$ cat src/rtl/mem_arbiter.sv
// mem_arbiter: shares one multi-cycle memory port between the I-cache and
// D-cache miss paths. The D-cache normally wins contention; a saturating
// starvation counter forces an I-cache grant once MAX_WAIT D-cache grants
// have been made while the I-cache was waiting.
module mem_arbiter #(
  parameter int ADDR_W   = 16,
  parameter int DATA_W   = 16,
  parameter int MAX_WAIT = 4
) (
  input  logic              clk,
  input  logic              rst,
  input  logic              ic_req,
  input  logic [ADDR_W-1:0] ic_addr,
  output logic              ic_ack,
  output logic              ic_done,
  output logic [DATA_W-1:0] ic_rdata,
  input  logic              dc_req,
  input  logic              dc_wr,
  input  logic [ADDR_W-1:0] dc_addr,
  input  logic [DATA_W-1:0] dc_wdata,
  output logic              dc_ack,
  output logic              dc_done,
  output logic [DATA_W-1:0] dc_rdata,
  output logic              mem_en,
  output logic              mem_wr,
  output logic [ADDR_W-1:0] mem_addr,
  output logic [DATA_W-1:0] mem_wdata,
  input  logic [DATA_W-1:0] mem_rdata,
  input  logic              mem_done,
  output logic              busy
);
  localparam int               CNT_W   = $clog2(MAX_WAIT + 1);
  localparam logic [CNT_W-1:0] MAX_CNT = CNT_W'(MAX_WAIT);

  typedef enum logic [1:0] {IDLE, IC_BUSY, DC_BUSY} state_t;

  state_t           state;
  state_t           stateNext;
  logic [CNT_W-1:0] starveCnt;
  logic [CNT_W-1:0] starveNext;
  logic             grantIc;
  logic             grantDc;
  logic             finish;

  // Arbitration, completion detection and starvation bookkeeping.
  always_comb begin
    stateNext  = state;
    starveNext = starveCnt;
    grantIc    = 1'b0;
    grantDc    = 1'b0;
    finish     = 1'b0;
    case (state)
      IDLE: begin
        if (dc_req && !(ic_req && starveCnt == MAX_CNT)) begin
          grantDc   = 1'b1;
          stateNext = DC_BUSY;
        end else if (ic_req) begin
          grantIc   = 1'b1;
          stateNext = IC_BUSY;
        end
      end
      IC_BUSY, DC_BUSY: begin
        // mem_en is high only in the launch cycle, where mem_done is ignored.
        if (!mem_en && mem_done) begin
          finish    = 1'b1;
          stateNext = IDLE;
        end
      end
      default: stateNext = IDLE;
    endcase
    if (grantIc) begin
      starveNext = '0;
    end else if (grantDc && ic_req) begin
      if (starveCnt != MAX_CNT) starveNext = starveCnt + CNT_W'(1);
    end else if (state == IDLE && !ic_req) begin
      starveNext = '0;
    end
  end

  // State and starvation counter registers.
  always_ff @(posedge clk or posedge rst) begin
    if (rst) begin
      state     <= IDLE;
      starveCnt <= '0;
    end else begin
      state     <= stateNext;
      starveCnt <= starveNext;
    end
  end

  // Launch strobes, held access registers and completion routing.
  always_ff @(posedge clk or posedge rst) begin
    if (rst) begin
      mem_en    <= 1'b0;
      mem_wr    <= 1'b0;
      mem_addr  <= '0;
      mem_wdata <= '0;
      ic_ack    <= 1'b0;
      dc_ack    <= 1'b0;
      ic_done   <= 1'b0;
      dc_done   <= 1'b0;
      ic_rdata  <= '0;
      dc_rdata  <= '0;
    end else begin
      mem_en  <= grantIc | grantDc;
      ic_ack  <= grantIc;
      dc_ack  <= grantDc;
      ic_done <= finish && (state == IC_BUSY);
      dc_done <= finish && (state == DC_BUSY);
      if (grantIc) begin
        mem_addr <= ic_addr;
        mem_wr   <= 1'b0;
      end else if (grantDc) begin
        mem_addr  <= dc_addr;
        mem_wr    <= dc_wr;
        mem_wdata <= dc_wdata;
      end
      if (finish && state == IC_BUSY) ic_rdata <= mem_rdata;
      if (finish && state == DC_BUSY && !mem_wr) dc_rdata <= mem_rdata;
    end
  end

  assign busy = (state != IDLE);

endmodule

$ cat config.mk
export PLATFORM = sky130hd
export DESIGN_NAME = mem_arbiter
export DESIGN_NICKNAME = d
export VERILOG_FILES = /design/src/rtl/mem_arbiter.sv
export SDC_FILE = /design/constraint.sdc
export NUM_CORES = 1
export LEC_CHECK = 0
export CAP_MARGIN = 20
export CORE_MARGIN = 10
export CORE_UTILIZATION = 46
export CTS_BUF_LIST = sky130_fd_sc_hd__clkbuf_8
export DETAILED_ROUTE_END_ITERATION = 7
export PLACE_DENSITY = 0.88
export SLEW_MARGIN = 20
export SYNTH_ARGS = -nofsm -noshare
export SYNTH_HDL_FRONTEND = slang
export SYNTH_SLANG_ARGS = --single-unit
$ cat constraint.sdc
create_clock -name clk -period 6.15 [get_ports clk]
set_input_delay 0.615 -clock clk [delete_from_list [all_inputs] [get_ports clk]]
set_output_delay 0.615 -clock clk [all_outputs]
set_load 0.02 [all_outputs]
# Yosys cells after proc, flatten, opt, wreduce, memory -nomap -nowiden
# Index checks and enable logic that the tools add are counted.
# word_totals
register_bits	75
output_inout_bits	71
inputBits	70
elab_cells	61
# op_classes
mux	19
add_sub_neg	1
eq_ne	7
n_bitwise	2
reduce_logical	20
# ops
op	count
16-bit 2-to-1 mux	2
3-bit 2-to-1 mux	4
1-bit 2-to-1 mux	9
1-bit logical AND	8
2-bit 2-to-1 mux	3
3-bit != test (second input constant)	2
2-bit AND reduction	3
1-bit logical NOT	4
2-bit case mux with 2 select lines	1
2-bit nonzero test	2
3-bit by 1-bit adder with 3-bit output (second input constant)	1
3-bit == test (second input constant)	1
3-bit by 2-bit != test with 1-bit output (second input constant)	1
3-bit nonzero test	1
2-bit by 1-bit == test with 1-bit output (second input constant)	1
2-bit == test (second input constant)	1
2-bit logical NOT	1
2-bit != test (second input constant)	1
2-bit OR reduction	1
1-bit inverter	1
1-bit bitwise OR	1

# Longest topological paths before layout
# depth
depth_word	9
depth_mapped	7
depth_no_buf	5

# Worst setup path after synthesis
# Ideal clock, no wire load.
# synth_timing
path_type	register to register
start	register state[1]
end	register dc_rdata[0]
path_stages_with_launch	7
setup_time_ns	0.125
arrival_ns	1.606
path_slack_ns	4.419
cell_sequence	dfrtp_1 -> inv_1 -> ha_1 -> nand2_1 -> nor3_4 -> buf_8 -> mux2_2
# synth_between
elab_chain_cells	5
word_cells_on_any_way	6
cone_classes	2 x eq/ne; 1 x mux; 3 x reduce/logical
# synth_rtl
item	line_no	source
start, declared	37	state_t state;
start signal, assigned	86	state <= stateNext;
2-bit by 1-bit == test with 1-bit output / 2-bit == test (equally long branches)	52, 119	
2-bit OR reduction	52	case (state)
1-bit 2-to-1 mux	52	
1-bit logical AND (*) (2 in a row)	119	if (finish && state == DC_BUSY && !mem_wr) dc_rdata <= mem_rdata;
end signal, assigned	119	
end, declared	23	output logic [DATA_W-1:0] dc_rdata,
# Mark *: on every way between the ends. The rest lies on a longest branch, timed or not.
# A chain may end at the register's enable or synchronous reset.

# Worst setup path after layout
# layout_timing
start	register state[0]
end	output busy
# layout_between
elab_chain_cells	1
# layout_rtl
item	line_no	source
2-bit nonzero test	123	assign busy = (state != IDLE);
end, declared	30	output logic busy
# Every way passes these cells.

==> results.yml <==
sta:
  relSlewSlack_pct: 29.65
  setup_violations: 0
  fmax_mhz: 406.4
  tightestPinTransition_ns: 1.055
  period_needed_ns: 2.460
  grt_setup_unrepaired: "no"
  hold_viol_final: 0
  fin_ws_ns: 3.690
  fin_skew_ns: 0.009644
  setup_tns_ns: 0
  slew_violations: 0
  min_period_over_period_pct: 40.01
placement:
  port_buffers: 140
  pre_cts_slack_ns: 3.361
  dp_hpwl_um: 6225
  gp_congestion: 0.8007
synthesis:
  yosysTopAreaCellShare_pct: 61.17
  ys_types: 32
  post_synth.cell_area_avg_sq_um: 14.89
  netlist_instances: 206
  synth.top_cells.by_area: "dfrtp_1 61%, mux2_2 18%, a221o_1 5.2%"
  synth_nets: 281
  ys_seq_area_share_pct: 61.17
  yosysWarnings: 0
  netlist_area_sq_um: 3068
  yosys_register_bits: 75
  synth_top_area_cell: "dfrtp_1"
drt:
  dr.first_iter.drc_count: 96
  post_drt_wl_per_cell_um: 19.28
  via_count: 2260
  postRouteWirelength_um: 8291
  drcViolationCount: 0
  route.detailed.vias_per_inst: 5.256
  ant_nets: 0
  firstDrtPassIters: 4
clock_network:
  cts_made_buffers: 9
  cts_tree: "done"
  root_buffer: "clkbuf_8"
  cts.repair.resized: 0
  clk_latency_ns: 0.34
  h-tree-depth: 3
  ctsHoldBuffers: 0
  clock-sinks: 75
  cts_setup_buffers: 0
  clkTransAtPathRegs_ns: 0.07
  cts_buffer_depth: 2
final_layout:
  nFillCells: 446
  antennaDiodeCount: 0
  fin_nets: 423
  drive_above_1_share_pct: 20.68
  final_core_util_pct: 73.66
  seqCellArea_sq_um: 1877
  area_delta_synth_final_pct: 54.20
  multi_input_area_sq_um: 1077
critical_path:
  timing.critical_path.max_delay_family: "buffers and inverters"
  slowest_delay_ns: 0.57
  worstPathCellList: "inv_1, ha_1, inv_1, clkdlybuf4s50_1"
  critPathRequiredTime_ns: 5.53
  critPathKind: "reg -> out"
  start_kind: "register"
  crit_buf_inv: 3
  cpMostUsedCell: "inv_1"
  worstPathMaxFanout: 9
  crit_arrival_ns: 1.85
  cp_slowest_cell: "clkdlybuf4s50_1"
  end_kind: "primary output"
flow_run:
  maxCapViolCount: 0
floorplanning:
  fp.dieW_um: 101.7
  die_area_sq_um: 10340
  rows: 29
  floorplan.initialDensity_pct: 47.77
  die_h_um: 101.7
  boundaryPins: 141
  coreArea_sq_um: 6422
global_route:
  grt_pass1_wl_um: 12990
  grt_max_degree: 76
  overflow: 0
  grt_usage_pct: 16.22
  antenna_found_initial: 0
  grt_pass1_vias: 2473
power_and_ir_drop:
  total_power_uw: 2495
  power_density_nw_per_um2: 527.5
  vdd_ir_drop_max_v: 0.0003450
  power_leakage_uw: 0.002049
min_path:
  hold_class: "reg -> reg"
outcome:
  outcome: "finished clean"
## registers in the layout, summed over array words and instances (netlist names)
name,flops
mem_wdata,16
starveCnt,3
dc_done,1
state,2
dc_rdata,16
ic_rdata,16
dc_ack,1
ic_ack,1
ic_done,1
mem_addr,16
mem_wr,1
mem_en,1
## kinds of logic (layout without fill, tap and decap cells)
family,Yosys count,count (layout),share of synthesized area [%]
adder cells (fa/ha/maj),5,5,2.039
flip-flops,75,75,61.17
AO/OA/AOI/OAI,26,26,8.075
buffers and inverters,18,165,3.711
AND/OR/NAND/NOR,32,32,6.689
multiplexers,50,50,18.31
## cell usage in the layout (no fill, tap or decap), types with 3 or more instances in the layout
master / instances
a221o_1: 16
and2_0: 7
and2_1: 9
bufinv_16: 3
clkbuf_8: 10
clkdlybuf4s50_1: 140
dfrtp_1: 75
ha_1: 5
inv_1: 8
mux2_2: 49
nand2_1: 6
## metrics by stage
step	instances	hold WS (ns)	area (sq um)
floorplan	206	0.5074	3068
global placement	414	0.4868	4489
detailed placement	414	0.4931	4489
CTS	430	0.5105	4731
global route	430	0.5154	4731
finish	430	0.5063	4731
## path summary, 6_finish.rpt
kind	start	end	slack [ns]	cells past startpoint
min	dc_rdata[8]	dc_rdata[8]	0.51	1
min reg2reg	dc_rdata[8]	dc_rdata[8]	0.51	1
max	state[0]	busy	3.69	4
max in group asynchronous	rst	mem_addr[0]	4.68	3
max reg2reg	state[0]	mem_wdata[2]	3.85	5
min in group asynchronous	rst	mem_wdata[5]	0.87	3
## power by group
| group | leakage (uW) | switching [uW] | internal [uW] | total [uW] |
|---|---|---|---|---|
| logic | 0.000991 | 580 | 631 | 1210 |
| clock network | 0.000127 | 170 | 278 | 448 |
| registers | 0.000931 | 120 | 717 | 837 |
| total | 0.00205 | 870 | 1630 | 2500 |
## final cells by class
cell class	instances	area share (%)
Clock buffer	10	2.909
Inverter	8	0.6348
Tap cell	77	2.036
Clock inverter	6	2.195
Sequential cell	75	39.67
Multi-Input combinational cell	113	22.77
Timing Repair Buffer	141	29.78
## metal layers
metal | track usage (%) | up-vias | part of all wire (%)
li1 | - | 1027 | -
met1 | 16.96 | 1133 | 37
met2 | 27.83 | 92 | 51
met3 | 7.488 | 8 | 11
met4 | 6.381 | 0 | 1.2
met5 | 0 | - | 0
## Yosys cell counts
cell / n
nor2_1: 2
nor3b_1: 1
a221o_1: 16
and2_0: 7
a22o_1: 1
o21ai_0: 1
buf_6: 2
a31oi_1: 1
mux2_2: 49
nor3_4: 1
o2bb2ai_1: 1
a21oi_1: 1
a2bb2oi_1: 1
clkbuf_1: 1
a21oi_2: 1
dfrtp_1: 75
nand2b_4: 1
o21ai_2: 1
inv_1: 8
nand2_1: 6
nand4b_2: 1
and3_1: 1
buf_8: 1
mux2i_1: 1
buf_4: 5
buf_2: 1
a31oi_4: 1
ha_1: 5
nand3_1: 2
o22ai_1: 1
and2_1: 9
nand2_2: 1
## worst reg2reg max path, delay by kind of cell (launching register included)
family	cells	cell delay, ns
AOI/OAI and AO/OA	1	0.84
muxes	1	0.43
DFF	1	0.38
adders and majority gates	1	0.33
buffers and inverters	1	0.10
and+or+nand+nor	1	0.10
Power figures use the tool's default switching activity.
